[config.mk]
export PLATFORM = sky130hd
export DESIGN_NAME = ahb_resp_mux
export DESIGN_NICKNAME = d
export VERILOG_FILES = /design/src/rtl/ahb_pkg.sv /design/src/rtl/ahb_default_slave.sv /design/src/rtl/ahb_resp_mux.sv
export SDC_FILE = /design/constraint.sdc
export NUM_CORES = 1
export LEC_CHECK = 0
export ABC_AREA = 1
export CORE_AREA = 2 2 72 74
export DETAILED_ROUTE_END_ITERATION = 16
export DIE_AREA = 0 0 74 76
export GPL_ROUTABILITY_DRIVEN = 1
export PLACE_DENSITY = 0.93
export SETUP_SLACK_MARGIN = 0.3
export SLEW_MARGIN = 20
export SYNTH_ARGS = -nofsm -noshare
export SYNTH_HDL_FRONTEND = slang
export SYNTH_SLANG_ARGS = --single-unit
export TNS_END_PERCENT = 20
[constraint.sdc]
create_clock -name HCLK -period 2.7 [get_ports HCLK]
set_input_delay 0.54 -clock HCLK [delete_from_list [all_inputs] [get_ports HCLK]]
set_output_delay 0.54 -clock HCLK [all_outputs]
set_load 0.02 [all_outputs]
[src/rtl/ahb_pkg.sv]
// ---------------------------------------------------------------------------
// ahb_pkg
// Shared AHB-Lite encodings for the data-phase return path.
//   HTRANS_*    : master transfer type encodings
//   HRESP_*     : slave response encodings
//   ds_state_t  : default-slave response sequencer states
//   htrans_active() : true for the transfer types that need a real response
// ---------------------------------------------------------------------------
package ahb_pkg;

  localparam logic [1:0] HTRANS_IDLE   = 2'b00;
  localparam logic [1:0] HTRANS_BUSY   = 2'b01;
  localparam logic [1:0] HTRANS_NONSEQ = 2'b10;
  localparam logic [1:0] HTRANS_SEQ    = 2'b11;

  localparam logic HRESP_OKAY  = 1'b0;
  localparam logic HRESP_ERROR = 1'b1;

  typedef enum logic [1:0] {
    DS_IDLE = 2'd0,
    DS_ERR1 = 2'd1,
    DS_ERR2 = 2'd2
  } ds_state_t;

  // IDLE and BUSY get a zero-wait OKAY from every slave; only NONSEQ/SEQ
  // carry data and therefore need the full response.
  function automatic logic htrans_active(input logic [1:0] htrans);
    return (htrans == HTRANS_NONSEQ) || (htrans == HTRANS_SEQ);
  endfunction

endpackage

[src/rtl/ahb_default_slave.sv]
// ---------------------------------------------------------------------------
// ahb_default_slave
// Answers accesses that matched no slave (or matched several) with the
// two-cycle AHB ERROR response: one wait cycle with ERROR, then a ready
// cycle with ERROR.
// Ports:
//   HCLK, HRESETn : clock, asynchronous active-low reset
//   HSEL          : address-phase select of the default slave
//   HTRANS        : master transfer type
//   HREADY        : bus-level ready (transfer is sampled when high)
//   HREADYOUT     : this slave's ready
//   HRESP         : this slave's response
// ---------------------------------------------------------------------------
module ahb_default_slave
  import ahb_pkg::*;
(
  input  logic       HCLK,
  input  logic       HRESETn,
  input  logic       HSEL,
  input  logic [1:0] HTRANS,
  input  logic       HREADY,
  output logic       HREADYOUT,
  output logic       HRESP
);

  ds_state_t state_reg;
  ds_state_t state_next;
  logic      accept;

  // A transfer is only taken on a cycle where the bus is ready; IDLE/BUSY
  // addressed here never start the error sequence.
  assign accept = HREADY & HSEL & htrans_active(HTRANS);

  always_ff @(posedge HCLK or negedge HRESETn) begin
    if (!HRESETn) begin
      state_reg <= DS_IDLE;
    end else begin
      state_reg <= state_next;
    end
  end

  always_comb begin
    state_next = state_reg;
    HREADYOUT  = 1'b1;
    HRESP      = HRESP_OKAY;
    case (state_reg)
      DS_IDLE: begin
        if (accept) begin
          state_next = DS_ERR1;
        end
      end
      DS_ERR1: begin
        // Wait cycle: the master sees ERROR early and may cancel the next
        // transfer, but the second cycle is always completed.
        HREADYOUT  = 1'b0;
        HRESP      = HRESP_ERROR;
        state_next = DS_ERR2;
      end
      DS_ERR2: begin
        HRESP = HRESP_ERROR;
        // HREADY is high here, so the next address phase is sampled now;
        // a back-to-back error transfer skips the OKAY cycle.
        state_next = accept ? DS_ERR1 : DS_IDLE;
      end
      default: begin
        state_next = DS_IDLE;
      end
    endcase
  end

endmodule

[src/rtl/ahb_resp_mux.sv]
// ---------------------------------------------------------------------------
// ahb_resp_mux
// Data-phase return path of the AHB interconnect. Registers the decoder's
// address-phase selects into the data phase and muxes the selected slave's
// HRDATA/HREADYOUT/HRESP back to the master. Unmapped or multiply-decoded
// accesses are routed to an embedded default slave that returns ERROR.
// Ports:
//   HCLK, HRESETn : clock, asynchronous active-low reset
//   HSELx         : address-phase one-hot slave selects (NSLV)
//   HSEL_DEF      : address-phase "no slave matched"
//   HTRANS        : master transfer type
//   HRDATA_S      : slave read data, slave s at [s*DW +: DW]
//   HREADYOUT_S   : per-slave ready
//   HRESP_S       : per-slave response
//   HRDATA        : muxed read data
//   HREADY        : muxed ready (also broadcast to the slaves)
//   HRESP         : muxed response
// ---------------------------------------------------------------------------
module ahb_resp_mux
  import ahb_pkg::*;
#(
  parameter int NSLV = 4,
  parameter int DW   = 32
) (
  input  logic                HCLK,
  input  logic                HRESETn,
  input  logic [NSLV-1:0]     HSELx,
  input  logic                HSEL_DEF,
  input  logic [1:0]          HTRANS,
  input  logic [NSLV*DW-1:0]  HRDATA_S,
  input  logic [NSLV-1:0]     HREADYOUT_S,
  input  logic [NSLV-1:0]     HRESP_S,
  output logic [DW-1:0]       HRDATA,
  output logic                HREADY,
  output logic                HRESP
);

  // dsel_reg[NSLV] is the default slave, bits [NSLV-1:0] the real slaves.
  logic [NSLV:0]   dsel_reg;
  logic [NSLV:0]   dsel_next;
  logic            multi;
  logic            def_sel;
  logic            def_readyout;
  logic            def_resp;

  logic [DW-1:0]   data_term [NSLV];
  logic [NSLV-1:0] ready_term;
  logic [NSLV-1:0] resp_term;
  logic [DW-1:0]   rdata_or;

  // Clearing the lowest set bit leaves something only if two or more bits
  // were set.
  assign multi   = |(HSELx & (HSELx - NSLV'(1)));
  assign def_sel = HSEL_DEF | multi;

  // Wait states extend the data phase, so selects are only captured on a
  // ready cycle.
  assign dsel_next = HREADY ? {def_sel, HSELx & {NSLV{~multi}}} : dsel_reg;

  always_ff @(posedge HCLK or negedge HRESETn) begin
    if (!HRESETn) begin
      dsel_reg <= '0;
    end else begin
      dsel_reg <= dsel_next;
    end
  end

  ahb_default_slave u_default_slave (
    .HCLK      (HCLK),
    .HRESETn   (HRESETn),
    .HSEL      (def_sel),
    .HTRANS    (HTRANS),
    .HREADY    (HREADY),
    .HREADYOUT (def_readyout),
    .HRESP     (def_resp)
  );

  // AND-OR mux: dsel_reg is one-hot or zero, so each slave is gated by its
  // own select bit and the terms are simply OR-ed together.
  for (genvar gi = 0; gi < NSLV; gi++) begin : g_slave_term
    assign data_term[gi]  = {DW{dsel_reg[gi]}} & HRDATA_S[gi*DW +: DW];
    assign ready_term[gi] = dsel_reg[gi] & HREADYOUT_S[gi];
    assign resp_term[gi]  = dsel_reg[gi] & HRESP_S[gi];
  end

  always_comb begin
    rdata_or = '0;
    for (int i = 0; i < NSLV; i++) begin
      rdata_or = rdata_or | data_term[i];
    end
  end

  // No selected slave means no data phase in progress: ready, OKAY, zero.
  // The default slave never drives read data.
  assign HRDATA = rdata_or;
  assign HREADY = ~(|dsel_reg) | (|ready_term) | (dsel_reg[NSLV] & def_readyout);
  assign HRESP  = (|resp_term) | (dsel_reg[NSLV] & def_resp);

  // An active transfer that decodes to nothing at all is a decoder bug; the
  // bus still completes it as a zero-wait OKAY.
  a_decoder_fault : assert property (
    @(posedge HCLK) disable iff (!HRESETn)
      !(HREADY && htrans_active(HTRANS) && (HSELx == '0) && !HSEL_DEF)
  );

  a_dsel_onehot0 : assert property (
    @(posedge HCLK) disable iff (!HRESETn) $onehot0(dsel_reg)
  );

  a_dsel_hold : assert property (
    @(posedge HCLK) disable iff (!HRESETn) !HREADY |=> $stable(dsel_reg)
  );

endmodule
# After elaboration in Yosys (flattened, before gate mapping)
# Cells that the tools add are included.
dict set report classes {
  add_sub_neg 1
  n_mul 0
  div 0
  n_lt_le_gt_ge 0
  eq_ne 5
  n_shift 0
  mux 5
  bitwise_logic 27
  reduce_logical 7
}
# op count
set op_table {}
lappend op_table {{$and 32x32->32} 4}
lappend op_table {{$or 32x32->32} 3}
lappend op_table {{$and 1x1->1} 12}
lappend op_table {{$reduce_or 4->1} 3}
lappend op_table {{$and 4x4->4} 2}
lappend op_table {{$eq 2x2->1 const B} 3}
lappend op_table {{$pmux 2 s3} 1}
lappend op_table {{$reduce_or 5->1} 1}
lappend op_table {{$or 1x1->1} 4}
lappend op_table {{$sub 4x1->4 const B} 1}
lappend op_table {{$mux 1} 3}
lappend op_table {{$eq 2x1->1 const B} 1}
lappend op_table {{$logic_not 2->1} 1}
lappend op_table {{$mux 2} 1}
lappend op_table {{$ne 2x1->1 const B} 1}
lappend op_table {{$not 1->1} 2}
lappend op_table {{$reduce_or 2->1} 1}
lappend op_table {{$logic_or 1x1->1} 1}
dict set report word_totals {
  register_bits 7
  latchBits 0
  ramBits 0
  romBits 0
  inputBits 145
  output_inout_bits 34
  word_cells 47
  n_memories 0
}

# Longest topological paths before layout
dict set report logic_depth {
  word_depth 8
  mapped_depth 9
  mapped_depth_nobuf 9
}

# By module
# From an unflattened synthesis, not the netlist that was laid out.
dict set report hier_totals {
  hier_cells 256
  hier_area_um2 1397.6
}
# module instances cells_per_inst area_per_inst_um2 seq_area_each_um2
set modules_own_cells {}
lappend modules_own_cells {ahb_resp_mux 1 235 1228.7 125.1}
lappend modules_own_cells {ahb_default_slave 1 21 168.9 50.0}

# Worst setup path after synthesis
# No wires, ideal clock.
dict set report synth_path {
  path_type {flip-flop to output port}
  start {reg u_default_slave.state_reg[1]}
  end {out HREADY}
  arrival_ns 1.024
  t_required_ns 2.160
  setup_slack_ns 1.136
  path_stages_with_launch 7
  path_buffers 1
  path_cell_list {dfrtp_1 -> inv_1 -> ha_1 -> nor2_1 -> nor2_2 -> nand3_2 -> buf_6}
}
dict set report synth_via {
  elab_chain_len 4
}
# item line
set synth_rtl {}
lappend synth_rtl {{start: declaration} ahb_default_slave.sv:26} ;# ds_state_t state_reg;
lappend synth_rtl {{start signal: assignment} ahb_default_slave.sv:38} ;# state_reg <= state_next;
lappend synth_rtl {{$eq 2x1->1} ahb_default_slave.sv:46} ;# case (state_reg)
lappend synth_rtl {{$mux 1} ahb_default_slave.sv:46}
lappend synth_rtl {{$and 1x1->1} ahb_resp_mux.sv:96} ;# assign HREADY = ~(|dsel_reg) | (|ready_term) | (dsel_reg[NSLV] & def_readyout);
lappend synth_rtl {{$or 1x1->1} ahb_resp_mux.sv:96}
lappend synth_rtl {{end: declaration} ahb_resp_mux.sv:34} ;# output logic HREADY,
# Every way passes these cells.

# Worst setup path in the final report
dict set report layout_path {
  start {in HRDATA_S[23]}
  end {out HRDATA[23]}
}
dict set report layout_via {
  elab_chain_len 4
}
# item line
set layout_rtl {}
lappend layout_rtl {{start: declaration} ahb_resp_mux.sv:30} ;# input logic [NSLV*DW-1:0] HRDATA_S,
lappend layout_rtl {{$and 32x32->32} ahb_resp_mux.sv:81} ;# assign data_term[gi] = {DW{dsel_reg[gi]}} & HRDATA_S[gi*DW +: DW];
lappend layout_rtl {{$or 32x32->32 (3 in series)} ahb_resp_mux.sv:89} ;# rdata_or = rdata_or | data_term[i];
lappend layout_rtl {{end: declaration} ahb_resp_mux.sv:33} ;# output logic [DW-1:0] HRDATA,
# Every way passes these cells.

==> flow_metrics.tcl <==
set metrics [dict create \
    cts_max_path_buffers 2 \
    detail_route.first_pass.iterations 4 \
    p_comb_share_pct 85.7 \
    clock_tree.root_cell "clkbuf_8" \
    layout-area-overhead-vs-synth_pct 147 \
    clock_skew_after_layout_ns 0.00201 \
    drt_first_iter_violations 55 \
    numPortBuffers 177 \
    synth_sequential_area_ratio_pct 13.6 \
    cts.sink_count 7 \
    global_route.usage.total_pct 22.4 \
    routedLengthMet1_um 2560 \
    drt.antenna.violating_nets 0 \
    fin_crit_sh_pct 88.1 \
    grt_first_pass_wirelength_um 10100 \
    power_switching_share_pct 50.1 \
    netlist_instances 243 \
    power.total_mw 2.56 \
    timing.critical_path.required_ns 2.16 \
    synth-edff-count 0 \
    clk-insertion-delay-late_ns 0.23 \
    vias 2251 \
    outcome "completed" \
    largest_register_ff_count 5 \
    setup-tns-final_ns 0 \
    cts_setup_buffers 0 \
    die_w_um 74 \
    slew_headroom_pct 78.1 \
    met3_length_um 518 \
    htreeDepth 1 \
    synthesis.yosys.warnings 0 \
    routed_wl_um 6500 \
    drc 0 \
    post-synth-top-count-cell "nand2_1" \
    worst-endpoint-arrival_ns 1.84 \
    p_leak_nw 1.32 \
    synth_async_sr_flop_share_pct 100 \
    drive_above_1_share_pct 6.49 \
    maxUsedRoutingLayer "met4" \
    cts_inserted_buffers 3 \
    max-vdd-ir-drop_mv 0.482 \
    post-synth-top-area-fraction_pct 45.0 \
    max_cap_violations 0 \
    cellInternalPower_mw 1.28 \
    yosysUniqueCellTypes 19 \
    synth_largest_area_cell "nand2_1" \
    core_area_um2 4910 \
    power_frac_seq_pct 8.5 \
    worstSetupStartpointType "primary input" \
    antenna_found_initial 0 \
    timing_worst_setup_path_type "in2out" \
    routed_wire_length_per_instance_um 13.4 \
    worstSetupEndpointType "output pin" \
    finalHoldViolations 0 \
    first_global_vias 2187 \
    floorplan.initialDensity_pct 26.2 \
    ys_ff_latch 7 \
    achievable-frequency_ghz 0.420 \
    clkSlewWorstSetupHoldPaths_ns 0.04 \
    netlist_top_cells_count "154 x nand2_1, 32 x nand4_1, 10 x clkbuf_1" \
    dp_hpwl_um 5370 \
    placer_s_final_routability_congestion_estimate 0.830 \
    power_per_cell_area_nw_per_um2 807 \
    setup_viol 0 \
    finish.net_count 566 \
    floorplan.die.height_um 76 \
    floorplan.rows 26 \
    syn-mean-instance-area_um2 5.29 \
    worst_pin_slew_ns 0.327 \
    syn-cell-area_um2 1280 \
    cts_tree "done" \
    grt_start_max_net_pins 26 \
    grt_overflow 0 \
    design.die.area_um2 5620 \
    rsz0062_at_grt "yes" \
    insertedDiodeCount 0 \
    netSwitchingPower_mw 1.28 \
    met2RoutedLength_um 3340 \
    synth_top_flop_cell "dfrtp_1" \
    clock_power_share_pct 5.8 \
    via_per_inst 4.63 \
    cts.hold.buffers_added 0 \
    report.final.slew_viol_count 0 \
    syn-num-nets 392 \
    hold_class "in2async" \
    min_period_ns 2.38 \
    critical_path.max_fanout 1 \
    io_pins 179 \
    main_area_contributors_after_synthesis "nand2_1 45%, nand4_1 16%, dfrtp_1 14%" \
]
-- logic make-up after synthesis --
family / synth area share (%)
flip-flops: 13.6
AO/OA/AOI/OAI: 4.09
buffers and inverters: 9.25
adder cells (fa/ha/maj): 3.89
AND/OR/NAND/NOR: 69.1
-- power groups by stage --
stage / Clock (mW) / Combinational, mW / Sequential, mW
final: 0.150 / 2.20 / 0.218
after global routing: 0.160 / 2.37 / 0.224
after CTS: 0.156 / 2.21 / 0.218
after detailed placement: 0 / 2.21 / 0.217
after global placement: 0 / 2.17 / 0.216
after floorplan: 0 / 1.24 / 0.175
-- routing by layer --
| metal | GRT usage (%) | vias to the layer above |
|---|---|---|
| met5 | 0 | - |
| met4 | 5.45 | 0 |
| met3 | 4.50 | 8 |
| met2 | 43.0 | 107 |
| met1 | 24.1 | 1001 |
| li1 | - | 1135 |
-- placed cells by master (no fill, tap or decap), drive strengths merged --
cell type	netlist	final
inv	5	5
ha	4	4
nand3	5	5
nand4	33	33
clkbuf	10	4
nor2	12	12
dfrtp	7	7
a21oi	4	4
clkdlybuf4s50	0	175
a221oi	1	1
dlymetal6s2s	0	1
nand2	154	154
dlygate4sd2	0	1
o21ai	1	1
buf	7	9
-- layout make-up --
class | instances | area [um2]
clock buffer | 4 | 45.0
fill | 419 | 1740
inverter | 5 | 18.8
multi-input combinational | 214 | 991
sequential | 7 | 176
tap | 70 | 87.6
timing repair buffer | 186 | 1860
-- what timing repair did --
| item | in CTS | in global routing |
|---|---|---|
| endpoints found under the hold margin | 0 | 0 |
| gates resized for setup | 3 | 1 |
| setup endpoints to repair | 22 | 3 |
| gates cloned | 0 | 0 |
| pin swaps | 0 | 0 |
-- worst paths after layout --
path                         startpoint                            to  slack [ns]  cells after the start
setup / recovery           HRDATA_S[23]                    HRDATA[23]        0.32                      4
hold / removal                  HRESETn  u_default_slave.state_reg[1]        0.58                      1
setup reg to reg            dsel_reg[1]  u_default_slave.state_reg[1]        1.17                      8
hold reg to reg             dsel_reg[4]                   dsel_reg[4]        0.58                      2
max in group asynchronous       HRESETn                   dsel_reg[0]        1.86                      1
min in group HCLK           dsel_reg[4]                   dsel_reg[4]        0.58                      2
-- worst max-delay path, cell delays in order --
cell and delay [ns]:
clkdlybuf4s50_1 0.50, nand2_1 0.06, nand4_1 0.12, clkdlybuf4s50_1 0.62
-- per-stage QoR --
stage	hold WS, ns	std cells	util [%]	cell area, um2	setup WS, ns
3_5_place_dp	0.571	482	63.6	3120	0.248
2_1_floorplan	0.244	243	-	1280	1.14
6_report	0.575	486	64.6	3180	0.320
3_3_place_gp	0.547	482	63.6	3120	0.263
5_1_grt	0.596	486	64.6	3180	0.287
4_1_cts	0.580	486	64.6	3170	0.305
Power figures use the tool's default switching activity.
